[src/rtl/branch_pkg.sv]
// Shared types for the branch unit: funct3 encodings, request kinds and FSM states.
package branch_pkg;

  localparam logic [2:0] F3_BEQ  = 3'b000;
  localparam logic [2:0] F3_BNE  = 3'b001;
  localparam logic [2:0] F3_BLT  = 3'b100;
  localparam logic [2:0] F3_BGE  = 3'b101;
  localparam logic [2:0] F3_BLTU = 3'b110;
  localparam logic [2:0] F3_BGEU = 3'b111;

  typedef enum logic [1:0] {
    KIND_BR   = 2'd0,
    KIND_JAL  = 2'd1,
    KIND_JALR = 2'd2,
    KIND_RSVD = 2'd3
  } kind_e;

  typedef enum logic [1:0] {
    ST_IDLE = 2'd0,
    ST_EVAL = 2'd1,
    ST_RESP = 2'd2
  } state_e;

endpackage

[src/rtl/branch_unit_if.sv]
// Request/response handshake bundle between decode, the branch unit and PC-select.
// master = decode/PC-select side, slave = branch_unit.
interface branch_unit_if #(
  parameter int XLEN = 32
);
  logic            req_valid;
  logic            req_ready;
  logic [1:0]      req_kind;
  logic [2:0]      req_funct3;
  logic [XLEN-1:0] req_pc;
  logic [XLEN-1:0] req_imm;
  logic [XLEN-1:0] req_rs1;
  logic [XLEN-1:0] req_rs2;
  logic            req_pred_taken;

  logic            resp_valid;
  logic            resp_ready;
  logic            resp_pc_sel;
  logic [XLEN-1:0] resp_target;
  logic [XLEN-1:0] resp_link;
  logic            resp_mispredict;
  logic            resp_illegal;
  logic            resp_misalign;

  modport master (
    output req_valid, req_kind, req_funct3, req_pc, req_imm, req_rs1, req_rs2,
           req_pred_taken, resp_ready,
    input  req_ready, resp_valid, resp_pc_sel, resp_target, resp_link,
           resp_mispredict, resp_illegal, resp_misalign
  );

  modport slave (
    input  req_valid, req_kind, req_funct3, req_pc, req_imm, req_rs1, req_rs2,
           req_pred_taken, resp_ready,
    output req_ready, resp_valid, resp_pc_sel, resp_target, resp_link,
           resp_mispredict, resp_illegal, resp_misalign
  );
endinterface

[src/rtl/branch_cond.sv]
// Branch condition decode: funct3 plus comparator flags -> taken / illegal.
module branch_cond
  import branch_pkg::*;
(
  input  logic [2:0] funct3,
  input  logic       less,
  input  logic       equal,
  output logic       taken,
  output logic       illegal
);

  always_comb begin
    taken   = 1'b0;
    illegal = 1'b0;
    case (funct3)
      F3_BEQ:          taken = equal;
      F3_BNE:          taken = !equal;
      F3_BLT, F3_BLTU: taken = less;
      F3_BGE, F3_BGEU: taken = !less;
      default:         illegal = 1'b1;
    endcase
  end

endmodule

[src/rtl/branch_unit.sv]
// Branch/jump resolver: drives the external comparator for one EVAL cycle, then holds the result.
// Optional saturating statistics counters are built when BRU_PERF_CNT_EN is defined.
module branch_unit
  import branch_pkg::*;
#(
  parameter int XLEN         = 32,
  parameter bit RESET_PC_SEL = 1'b0
) (
  input  logic            clk,
  input  logic            rst,
  branch_unit_if.slave    bus,
  output logic [XLEN-1:0] rs1_data,
  output logic [XLEN-1:0] rs2_data,
  output logic            br_un,
  input  logic            br_less,
  input  logic            br_equal,
  output logic [31:0]     perf_branches,
  output logic [31:0]     perf_taken,
  output logic [31:0]     perf_mispred
);

  state_e          state_q, state_d;
  kind_e           kind_q, kind_d;
  logic [2:0]      funct3_q, funct3_d;
  logic [XLEN-1:0] pc_q, pc_d, imm_q, imm_d, rs1_q, rs1_d, rs2_q, rs2_d;
  logic            pred_q, pred_d, br_un_q, br_un_d;
  logic            pc_sel_q, pc_sel_d, mispredict_q, mispredict_d;
  logic            illegal_q, illegal_d, misalign_q, misalign_d;
  logic [XLEN-1:0] target_q, target_d, link_q, link_d;

  logic            cond_taken, cond_illegal;
  logic            eval_taken, eval_illegal, eval_misalign, eval_pc_sel;
  logic [XLEN-1:0] eval_target, jalr_sum;

  branch_cond u_cond (
    .funct3  (funct3_q),
    .less    (br_less),
    .equal   (br_equal),
    .taken   (cond_taken),
    .illegal (cond_illegal)
  );

  always_comb begin
    eval_taken   = 1'b0;
    eval_illegal = 1'b0;
    case (kind_q)
      KIND_BR: begin
        eval_taken   = cond_taken;
        eval_illegal = cond_illegal;
      end
      KIND_JAL, KIND_JALR: eval_taken = 1'b1;
      default:             eval_illegal = 1'b1;
    endcase
    jalr_sum      = rs1_q + imm_q;
    eval_target   = (kind_q == KIND_JALR) ? {jalr_sum[XLEN-1:1], 1'b0} : pc_q + imm_q;
    eval_misalign = eval_taken && (eval_target[1:0] != 2'b00);
    eval_pc_sel   = eval_taken && !eval_misalign;
  end

  always_comb begin
    state_d      = state_q;
    kind_d       = kind_q;
    funct3_d     = funct3_q;
    pc_d         = pc_q;
    imm_d        = imm_q;
    rs1_d        = rs1_q;
    rs2_d        = rs2_q;
    pred_d       = pred_q;
    br_un_d      = br_un_q;
    pc_sel_d     = pc_sel_q;
    target_d     = target_q;
    link_d       = link_q;
    mispredict_d = mispredict_q;
    illegal_d    = illegal_q;
    misalign_d   = misalign_q;
    case (state_q)
      ST_IDLE: if (bus.req_valid) begin
        kind_d   = kind_e'(bus.req_kind);
        funct3_d = bus.req_funct3;
        pc_d     = bus.req_pc;
        imm_d    = bus.req_imm;
        rs1_d    = bus.req_rs1;
        rs2_d    = bus.req_rs2;
        pred_d   = bus.req_pred_taken;
        br_un_d  = (bus.req_kind == KIND_BR) ? bus.req_funct3[1] : 1'b0;
        state_d  = ST_EVAL;
      end
      ST_EVAL: begin
        pc_sel_d     = eval_pc_sel;
        target_d     = eval_target;
        link_d       = pc_q + XLEN'(4);
        misalign_d   = eval_misalign;
        illegal_d    = eval_illegal;
        mispredict_d = !eval_illegal && (eval_pc_sel != pred_q);
        state_d      = ST_RESP;
      end
      ST_RESP: if (bus.resp_ready) state_d = ST_IDLE;
      default: state_d = ST_IDLE;
    endcase
  end

  always_ff @(posedge clk) begin
    if (rst) begin
      state_q      <= ST_IDLE;
      kind_q       <= KIND_BR;
      funct3_q     <= '0;
      pc_q         <= '0;
      imm_q        <= '0;
      rs1_q        <= '0;
      rs2_q        <= '0;
      pred_q       <= 1'b0;
      br_un_q      <= 1'b0;
      pc_sel_q     <= RESET_PC_SEL;
      target_q     <= '0;
      link_q       <= '0;
      mispredict_q <= 1'b0;
      illegal_q    <= 1'b0;
      misalign_q   <= 1'b0;
    end else begin
      state_q      <= state_d;
      kind_q       <= kind_d;
      funct3_q     <= funct3_d;
      pc_q         <= pc_d;
      imm_q        <= imm_d;
      rs1_q        <= rs1_d;
      rs2_q        <= rs2_d;
      pred_q       <= pred_d;
      br_un_q      <= br_un_d;
      pc_sel_q     <= pc_sel_d;
      target_q     <= target_d;
      link_q       <= link_d;
      mispredict_q <= mispredict_d;
      illegal_q    <= illegal_d;
      misalign_q   <= misalign_d;
    end
  end

  // Comparator operands come straight from the latched request so they are stable through EVAL.
  assign rs1_data            = rs1_q;
  assign rs2_data            = rs2_q;
  assign br_un               = br_un_q;
  assign bus.req_ready       = (state_q == ST_IDLE);
  assign bus.resp_valid      = (state_q == ST_RESP);
  assign bus.resp_pc_sel     = pc_sel_q;
  assign bus.resp_target     = target_q;
  assign bus.resp_link       = link_q;
  assign bus.resp_mispredict = mispredict_q;
  assign bus.resp_illegal    = illegal_q;
  assign bus.resp_misalign   = misalign_q;

`ifdef BRU_PERF_CNT_EN
  logic [31:0] perf_branches_q, perf_branches_d;
  logic [31:0] perf_taken_q, perf_taken_d;
  logic [31:0] perf_mispred_q, perf_mispred_d;
  logic        resp_fire;

  assign resp_fire = (state_q == ST_RESP) && bus.resp_ready;

  always_comb begin
    perf_branches_d = perf_branches_q;
    perf_taken_d    = perf_taken_q;
    perf_mispred_d  = perf_mispred_q;
    if (resp_fire) begin
      if (kind_q == KIND_BR && !illegal_q && perf_branches_q != 32'hFFFF_FFFF)
        perf_branches_d = perf_branches_q + 32'd1;
      if (pc_sel_q && perf_taken_q != 32'hFFFF_FFFF)
        perf_taken_d = perf_taken_q + 32'd1;
      if (mispredict_q && perf_mispred_q != 32'hFFFF_FFFF)
        perf_mispred_d = perf_mispred_q + 32'd1;
    end
  end

  always_ff @(posedge clk) begin
    if (rst) begin
      perf_branches_q <= '0;
      perf_taken_q    <= '0;
      perf_mispred_q  <= '0;
    end else begin
      perf_branches_q <= perf_branches_d;
      perf_taken_q    <= perf_taken_d;
      perf_mispred_q  <= perf_mispred_d;
    end
  end

  assign perf_branches = perf_branches_q;
  assign perf_taken    = perf_taken_q;
  assign perf_mispred  = perf_mispred_q;
`else
  assign perf_branches = '0;
  assign perf_taken    = '0;
  assign perf_mispred  = '0;
`endif

endmodule

[src/flat_wrapper.sv]
// flat-port wrapper written by rule: the top's interface ports become plain ports
module branch_unit_flat import branch_pkg::*;
#(
  parameter int XLEN         = 32,
  parameter bit RESET_PC_SEL = 1'b0
)
  (clk, rst, rs1_data, rs2_data, br_un, br_less, br_equal, perf_branches, perf_taken, perf_mispred, bus_req_valid, bus_req_kind, bus_req_funct3, bus_req_pc, bus_req_imm, bus_req_rs1, bus_req_rs2, bus_req_pred_taken, bus_resp_ready, bus_req_ready, bus_resp_valid, bus_resp_pc_sel, bus_resp_target, bus_resp_link, bus_resp_mispredict, bus_resp_illegal, bus_resp_misalign);
  branch_unit_if #(.XLEN(XLEN)) bus_i ();
  input  logic clk;
  input  logic rst;
  output logic [XLEN-1:0] rs1_data;
  output logic [XLEN-1:0] rs2_data;
  output logic br_un;
  input  logic br_less;
  input  logic br_equal;
  output logic [31:0] perf_branches;
  output logic [31:0] perf_taken;
  output logic [31:0] perf_mispred;
  input wire logic [$bits(bus_i.req_valid)-1:0] bus_req_valid;
  input wire logic [$bits(bus_i.req_kind)-1:0] bus_req_kind;
  input wire logic [$bits(bus_i.req_funct3)-1:0] bus_req_funct3;
  input wire logic [$bits(bus_i.req_pc)-1:0] bus_req_pc;
  input wire logic [$bits(bus_i.req_imm)-1:0] bus_req_imm;
  input wire logic [$bits(bus_i.req_rs1)-1:0] bus_req_rs1;
  input wire logic [$bits(bus_i.req_rs2)-1:0] bus_req_rs2;
  input wire logic [$bits(bus_i.req_pred_taken)-1:0] bus_req_pred_taken;
  input wire logic [$bits(bus_i.resp_ready)-1:0] bus_resp_ready;
  output wire logic [$bits(bus_i.req_ready)-1:0] bus_req_ready;
  output wire logic [$bits(bus_i.resp_valid)-1:0] bus_resp_valid;
  output wire logic [$bits(bus_i.resp_pc_sel)-1:0] bus_resp_pc_sel;
  output wire logic [$bits(bus_i.resp_target)-1:0] bus_resp_target;
  output wire logic [$bits(bus_i.resp_link)-1:0] bus_resp_link;
  output wire logic [$bits(bus_i.resp_mispredict)-1:0] bus_resp_mispredict;
  output wire logic [$bits(bus_i.resp_illegal)-1:0] bus_resp_illegal;
  output wire logic [$bits(bus_i.resp_misalign)-1:0] bus_resp_misalign;
  assign bus_i.req_valid = bus_req_valid;
  assign bus_i.req_kind = bus_req_kind;
  assign bus_i.req_funct3 = bus_req_funct3;
  assign bus_i.req_pc = bus_req_pc;
  assign bus_i.req_imm = bus_req_imm;
  assign bus_i.req_rs1 = bus_req_rs1;
  assign bus_i.req_rs2 = bus_req_rs2;
  assign bus_i.req_pred_taken = bus_req_pred_taken;
  assign bus_i.resp_ready = bus_resp_ready;
  assign bus_req_ready = bus_i.req_ready;
  assign bus_resp_valid = bus_i.resp_valid;
  assign bus_resp_pc_sel = bus_i.resp_pc_sel;
  assign bus_resp_target = bus_i.resp_target;
  assign bus_resp_link = bus_i.resp_link;
  assign bus_resp_mispredict = bus_i.resp_mispredict;
  assign bus_resp_illegal = bus_i.resp_illegal;
  assign bus_resp_misalign = bus_i.resp_misalign;
  branch_unit #(.XLEN(XLEN), .RESET_PC_SEL(RESET_PC_SEL)) u_core (.clk(clk), .rst(rst), .bus(bus_i), .rs1_data(rs1_data), .rs2_data(rs2_data), .br_un(br_un), .br_less(br_less), .br_equal(br_equal), .perf_branches(perf_branches), .perf_taken(perf_taken), .perf_mispred(perf_mispred));
endmodule
[config.mk]
export PLATFORM = sky130hd
export DESIGN_NAME = branch_unit_flat
export DESIGN_NICKNAME = d
export VERILOG_FILES = /design/src/rtl/branch_pkg.sv /design/src/rtl/branch_unit_if.sv /design/src/rtl/branch_cond.sv /design/src/rtl/branch_unit.sv /design/src/flat_wrapper.sv
export SDC_FILE = /design/constraint.sdc
export NUM_CORES = 1
export LEC_CHECK = 0
export ABC_AREA = 1
export BUFFER_PORTS_ARGS = -buffer_cell sky130_fd_sc_hd__buf_4
export CAP_MARGIN = 20
export CORE_UTILIZATION = 55
export CTS_BUF_LIST = sky130_fd_sc_hd__clkbuf_4 sky130_fd_sc_hd__clkbuf_8
export CTS_CLUSTER_SIZE = 20
export DETAILED_ROUTE_END_ITERATION = 8
export PLACE_DENSITY = 0.82
export SETUP_SLACK_MARGIN = 0.1
export SLEW_MARGIN = 20
export SYNTH_ARGS = -nofsm -noshare
export SYNTH_HDL_FRONTEND = slang
export SYNTH_SLANG_ARGS = --single-unit
[constraint.sdc]
create_clock -name clk -period 2.4 [get_ports clk]
set_clock_uncertainty 0.2 [all_clocks]
set_input_delay 0.48 -clock clk [delete_from_list [all_inputs] [get_ports clk]]
set_output_delay 0.48 -clock clk [all_outputs]
set_load 0.02 [all_outputs]
After elaboration in Yosys (flattened, before gate mapping)
Cells that the tools add are included.
{ "word_totals": {"latchBits": 0, "rom_bits": 0, "out_inout_bits": 231, "ramBits": 0, "regBits": 205, "wordCells": 57, "memories": 0} }
{ "classes": {"div": 0, "muxes": 9, "add_sub_neg": 3, "n_bitwise": 0, "eq_ne": 12, "n_reduce_logical": 18, "n_shift": 0, "magnitude_cmp": 0, "n_mul": 0} }
{ "op_table": {"columns": ["operator", "n"], "rows": [
  ["$add 32x32->32", 2],
  ["$add 32x3->32 const B", 1],
  ["$mux 32", 1],
  ["$eq 3x3->1 const B", 4],
  ["$logic_not 2->1", 3],
  ["$pmux 2 s3", 1],
  ["$reduce_or 2->1", 3],
  ["$reduce_or 6->1", 1],
  ["$eq 2x1->1 const B", 2],
  ["$eq 2x2->1 const B", 2],
  ["$logic_not 1->1", 4],
  ["$mux 2", 2],
  ["$ne 2x2->1 const B", 2],
  ["$pmux 1 s2", 2],
  ["$pmux 1 s4", 1],
  ["$reduce_and 2->1", 2],
  ["$eq 3x1->1 const B", 1],
  ["$logic_and 1x1->1", 3],
  ["$logic_not 3->1", 1],
  ["$mux 1", 2],
  ["$reduce_bool 2->1", 1],
  ["$ne 1x1->1", 1]
]} }

Logic depth before layout (Yosys ltp)
{ "depth": {"depth_word": 9, "ltp_mapped": 16, "depth_no_buf": 16} }

By module
Synthesis repeated with hierarchy kept, for this count alone.
{ "unflattened": {"cells_unflattened": 2254, "area_unflattened_um2": 13758.2} }
{ "by_module_without_submodules": {"columns": ["mod", "area_each_um2", "cells_each", "n_inst"], "rows": [
  ["branch_unit", 13698.1, 2239, 1],
  ["branch_cond", 60.1, 15, 1]
]} }

Least setup slack after synthesis
Ideal clock, no wire load.
{ "synth_path": {"path_kind": "register to register", "start": "register u_core.rs1_q[0] (netlist: u_core.rs1_data[0])", "end": "register u_core.target_q[30] (netlist: u_core.bus.resp_target[30])", "period_less_slack_ns": 2.085, "setup_time_ns": 0.109, "slack_ns": 0.315, "path_stages_with_launch": 16, "path_buffers": 0, "arrival_time_ns": 1.776, "path_cell_list": "dfxtp_1 nand2_1 inv_1 fa_1 nand3_1 nand3_1 nand2_1 nand2_1 nand2_1 nand2_1 nand2_1 nand3_1 nand3_1 nand3_1 nand2_1 inv_1"} }
{ "synth_between": {"elab_chain_len": 2} }
{ "synth_rtl": {"columns": ["element", "line_no", "rtl"], "rows": [
  ["start: declaration", "branch_unit.sv:25", "logic [XLEN-1:0] pc_q, pc_d, imm_q, imm_d, rs1_q, rs1_d, rs2_q, rs2_d;"],
  ["start signal: assignment", "branch_unit.sv:125", "rs1_q <= rs1_d;"],
  ["$add 32x32->32", "branch_unit.sv:54", "jalr_sum = rs1_q + imm_q;"],
  ["$mux 32", "branch_unit.sv:55", "eval_target = (kind_q == KIND_JALR) ? {jalr_sum[XLEN-1:1], 1'b0} : pc_q + imm_q;"],
  ["end signal: assignment", "branch_unit.sv:130", "target_q <= target_d;"],
  ["end: declaration", "branch_unit.sv:29", "logic [XLEN-1:0] target_q, target_d, link_q, link_d;"]
]} }
No other way between the ends.
A chain may end at the register's enable or synchronous reset.

Final worst setup path
{ "layout_path": {"start": "register u_core.rs1_q[10] (netlist: u_core.rs1_data[10])", "end": "register u_core.target_q[30] (netlist: u_core.bus.resp_target[30])"} }
The elaborated chain is that of the path after synthesis.

==> results.ini <==
[clock_network]
worstSkewPairLatency_ps=560
clk_path_buf_depth=3
clk_pin_slew_worst_paths_ps=60
htree_num_levels=2
cts.sinks=205
cts-root-buf=clkbuf_8
cts_buffers=38
tritoncts=built

[floorplan]
initial_core_util=0.562
die_h_um=160
die_w_um=160
rows=57
dieArea_sq_um=25600
coreArea_sq_um=24400
ios=371

[worst_hold_path]
worstHoldPathType=in -> reg
min_from=bus_req_pc[13]
holdPathEnd=u_core.pc_q[13]$_SDFFE_PP0P_
hold_path_depth=3

[setup_path]
path_max_fanout=5
crit_type=reg -> reg
crit_top_cell=nand2_1
startpoint_type=flip-flop
r2r_end=u_core.bus.resp_target[30]$_SDFFE_PP0N_
r2r_start=u_core.rs1_data[10]$_SDFFE_PP0P_
slowest_stage=ha_1
max_stage_delay_ps=390
setup.worst_path.end_class=flip-flop
path_cells=ha_1, nand2_1, nor2_2, and3_1, nand2_2, nand2_4, nand2_2, nand2_1, nand2_1, nand3_1, nand3_1, nand2_1, inv_1
cp_num_buf_inv=1
r2r_cells=13
required_ps=2640
arrival_ps=2500
r2r_setup_slack_ps=140
crit_family=simple AND/OR/NAND/NOR gates

[placement]
dp_cells=2799
port_buffers=274
place_hpwl_um=32800
dp_worst_setup_slack_ps=-82.8
dpl_cell_area_sq_um=15800
place_congestion=0.967

[cells_and_area]
final_cell_mix=nand2_1 (502), nor2_1 (382), inv_1 (323), buf_4 (308), o21ai_0 (186)
final_common_cell=nand2_1
n_fill_cell=1910
design_area_sq_um=18300
layout-drive-gt1-share=0.207
final_util=0.749
nNetsFinal=2815
n_antenna_cell=0
area_delta_synth_final_pct=33.1
final_cells=2958

[global_route]
antenna_found_initial=0
grt_pass1_vias=14300
grtUsageTotal=0.344
grt_remaining_overflow=0
grt_pass1_wl_um=70800
grt_max_degree=105

[logic_synthesis]
synthFlopType=dfxtp_1
synth_top_area_cell=dfxtp_1
synth_area_per_cell_sq_um=6.12
synth-edff-count=0
syn_inst=2242
synth.area.top_cells=dfxtp_1 (30%), nand2_1 (15%), nor2_1 (11%)
ys_async_sr_fraction=0
synth_seq_cells=205
yosysTopAreaCellShare=0.299
yosysUniqueCellTypes=42
syn_area_sq_um=13700
ys_seq_area_frac=0.299
synth_warnings=0

[detailed_routing]
ant_nets=0
drt_iter0_drc=1160
vias=15300
dr.pass1.iters=7
wl_per_cell_um=15.7
avgViaCountPerCell=5.19
drc_errors=0
wirelength_um=46500

[sta]
finalHoldViolCount=0
holdWs_ps=10.4
rsz0062_at_grt=true
max_slew_margin=0.436
tightest_slew_ps=846
fmax_mhz=442
setup_violations=0
fin_crit_sh=0.943
tns_ps=0
fin_ws_ps=138
finalMaxSlewViolations=0
period_needed_ps=2260

[power_and_ir_drop]
peakVddDrop_mv=0.560
p_total_mw=11.0
pwr_density_cell_nw_per_um2=601
p_leak_nw=9.64

[job]
maxCapViolCount=0

[status]
status=complete, no violations

-- cells by family after synthesis --
logic type | Yosys count | share of synthesized area
flip-flops | 205 | 0.299
adder cells (fa/ha/maj) | 67 | 0.0622
XOR/XNOR | 23 | 0.0147
other | 1 | 0.000273
buffers and inverters | 495 | 0.165
AO/OA/AOI/OAI | 315 | 0.120
AND/OR/NAND/NOR | 1136 | 0.339
-- worst min-delay path, cell delays in order --
cell and delay [ps]:
buf_4 70, o21ai_0 70, a21oi_1 100
-- layer usage --
metal / track usage / vias up / wire [um]
li1: - / 7579 / -
met1: 0.416 / 6885 / 18700
met2: 0.593 / 733 / 21900
met3: 0.0639 / 145 / 3640
met4: 0.155 / 0 / 2240
met5: 0 / - / 0
-- power breakdown --
group	internal, mW	switching, mW	leakage [nW]
combinational	1.26	1.89	7.49
clock	2.20	1.58	0.446
sequential	3.71	0.332	1.71
total	7.17	3.80	9.64
-- area by class of cell --
class	count	area [sq um]	share of cell area
tap	324	405	0.0222
sequential	205	4150	0.227
timing repair buffer	397	3260	0.179
inverter	329	1240	0.0678
clock buffer	57	741	0.0406
multi-input combinational	1637	8350	0.457
clock inverter	9	108	0.00589
-- synth_stat cells, types with 20 or more instances --
| cell | instances |
|---|---|
| nand2_1 | 535 |
| nor2_1 | 396 |
| inv_1 | 325 |
| dfxtp_1 | 205 |
| o21ai_0 | 194 |
| nand3_1 | 136 |
| buf_4 | 96 |
| a21oi_1 | 94 |
| ha_1 | 65 |
| clkbuf_1 | 48 |
| xor2_1 | 20 |
-- state kept, by name (all words and copies together), names as in the netlist --
signal / count
u_core.bus.resp_link: 32
u_core.bus.resp_target: 32
u_core.imm_q: 32
u_core.pc_q: 32
u_core.rs1_data: 32
u_core.rs2_data: 32
u_core.funct3_q: 3
u_core.kind_q: 2
u_core.state_q: 2
u_core.br_un: 1
u_core.bus.resp_illegal: 1
u_core.bus.resp_misalign: 1
u_core.bus.resp_mispredict: 1
u_core.bus.resp_pc_sel: 1
u_core.pred_q: 1
-- worst max path at each step --
| stage | start | end | slack, ps | depth (start not counted) |
|---|---|---|---|---|
| 5_1_grt | u_core.pc_q[7]$_SDFFE_PP0P_ | u_core.bus.resp_target[28]$_SDFFE_PP0N_ | 20 | 12 |
| 6_report | u_core.rs1_data[10]$_SDFFE_PP0P_ | u_core.bus.resp_target[30]$_SDFFE_PP0N_ | 140 | 13 |
| 3_3_place_gp | u_core.rs1_data[0]$_SDFFE_PP0P_ | u_core.bus.resp_target[30]$_SDFFE_PP0N_ | -100 | 15 |
| 3_5_place_dp | u_core.rs1_data[0]$_SDFFE_PP0P_ | u_core.bus.resp_target[30]$_SDFFE_PP0N_ | -80 | 15 |
| 4_1_cts | u_core.rs1_data[0]$_SDFFE_PP0P_ | u_core.bus.resp_target[30]$_SDFFE_PP0N_ | 90 | 15 |
| 2_1_floorplan | u_core.rs1_data[0]$_SDFFE_PP0P_ | u_core.bus.resp_target[30]$_SDFFE_PP0N_ | 320 | 15 |
-- what timing repair did --
item                                    4_1_cts  5_1_grt
gates resized for setup                      21      146
endpoints found under the setup margin       16       28
buffers inserted                              0       11
cloned                                        0        0
endpoints found under the hold margin        82        0
pin swaps                                     0       21
hold buffers                                 82        0
(Power assumes the default switching activity.)
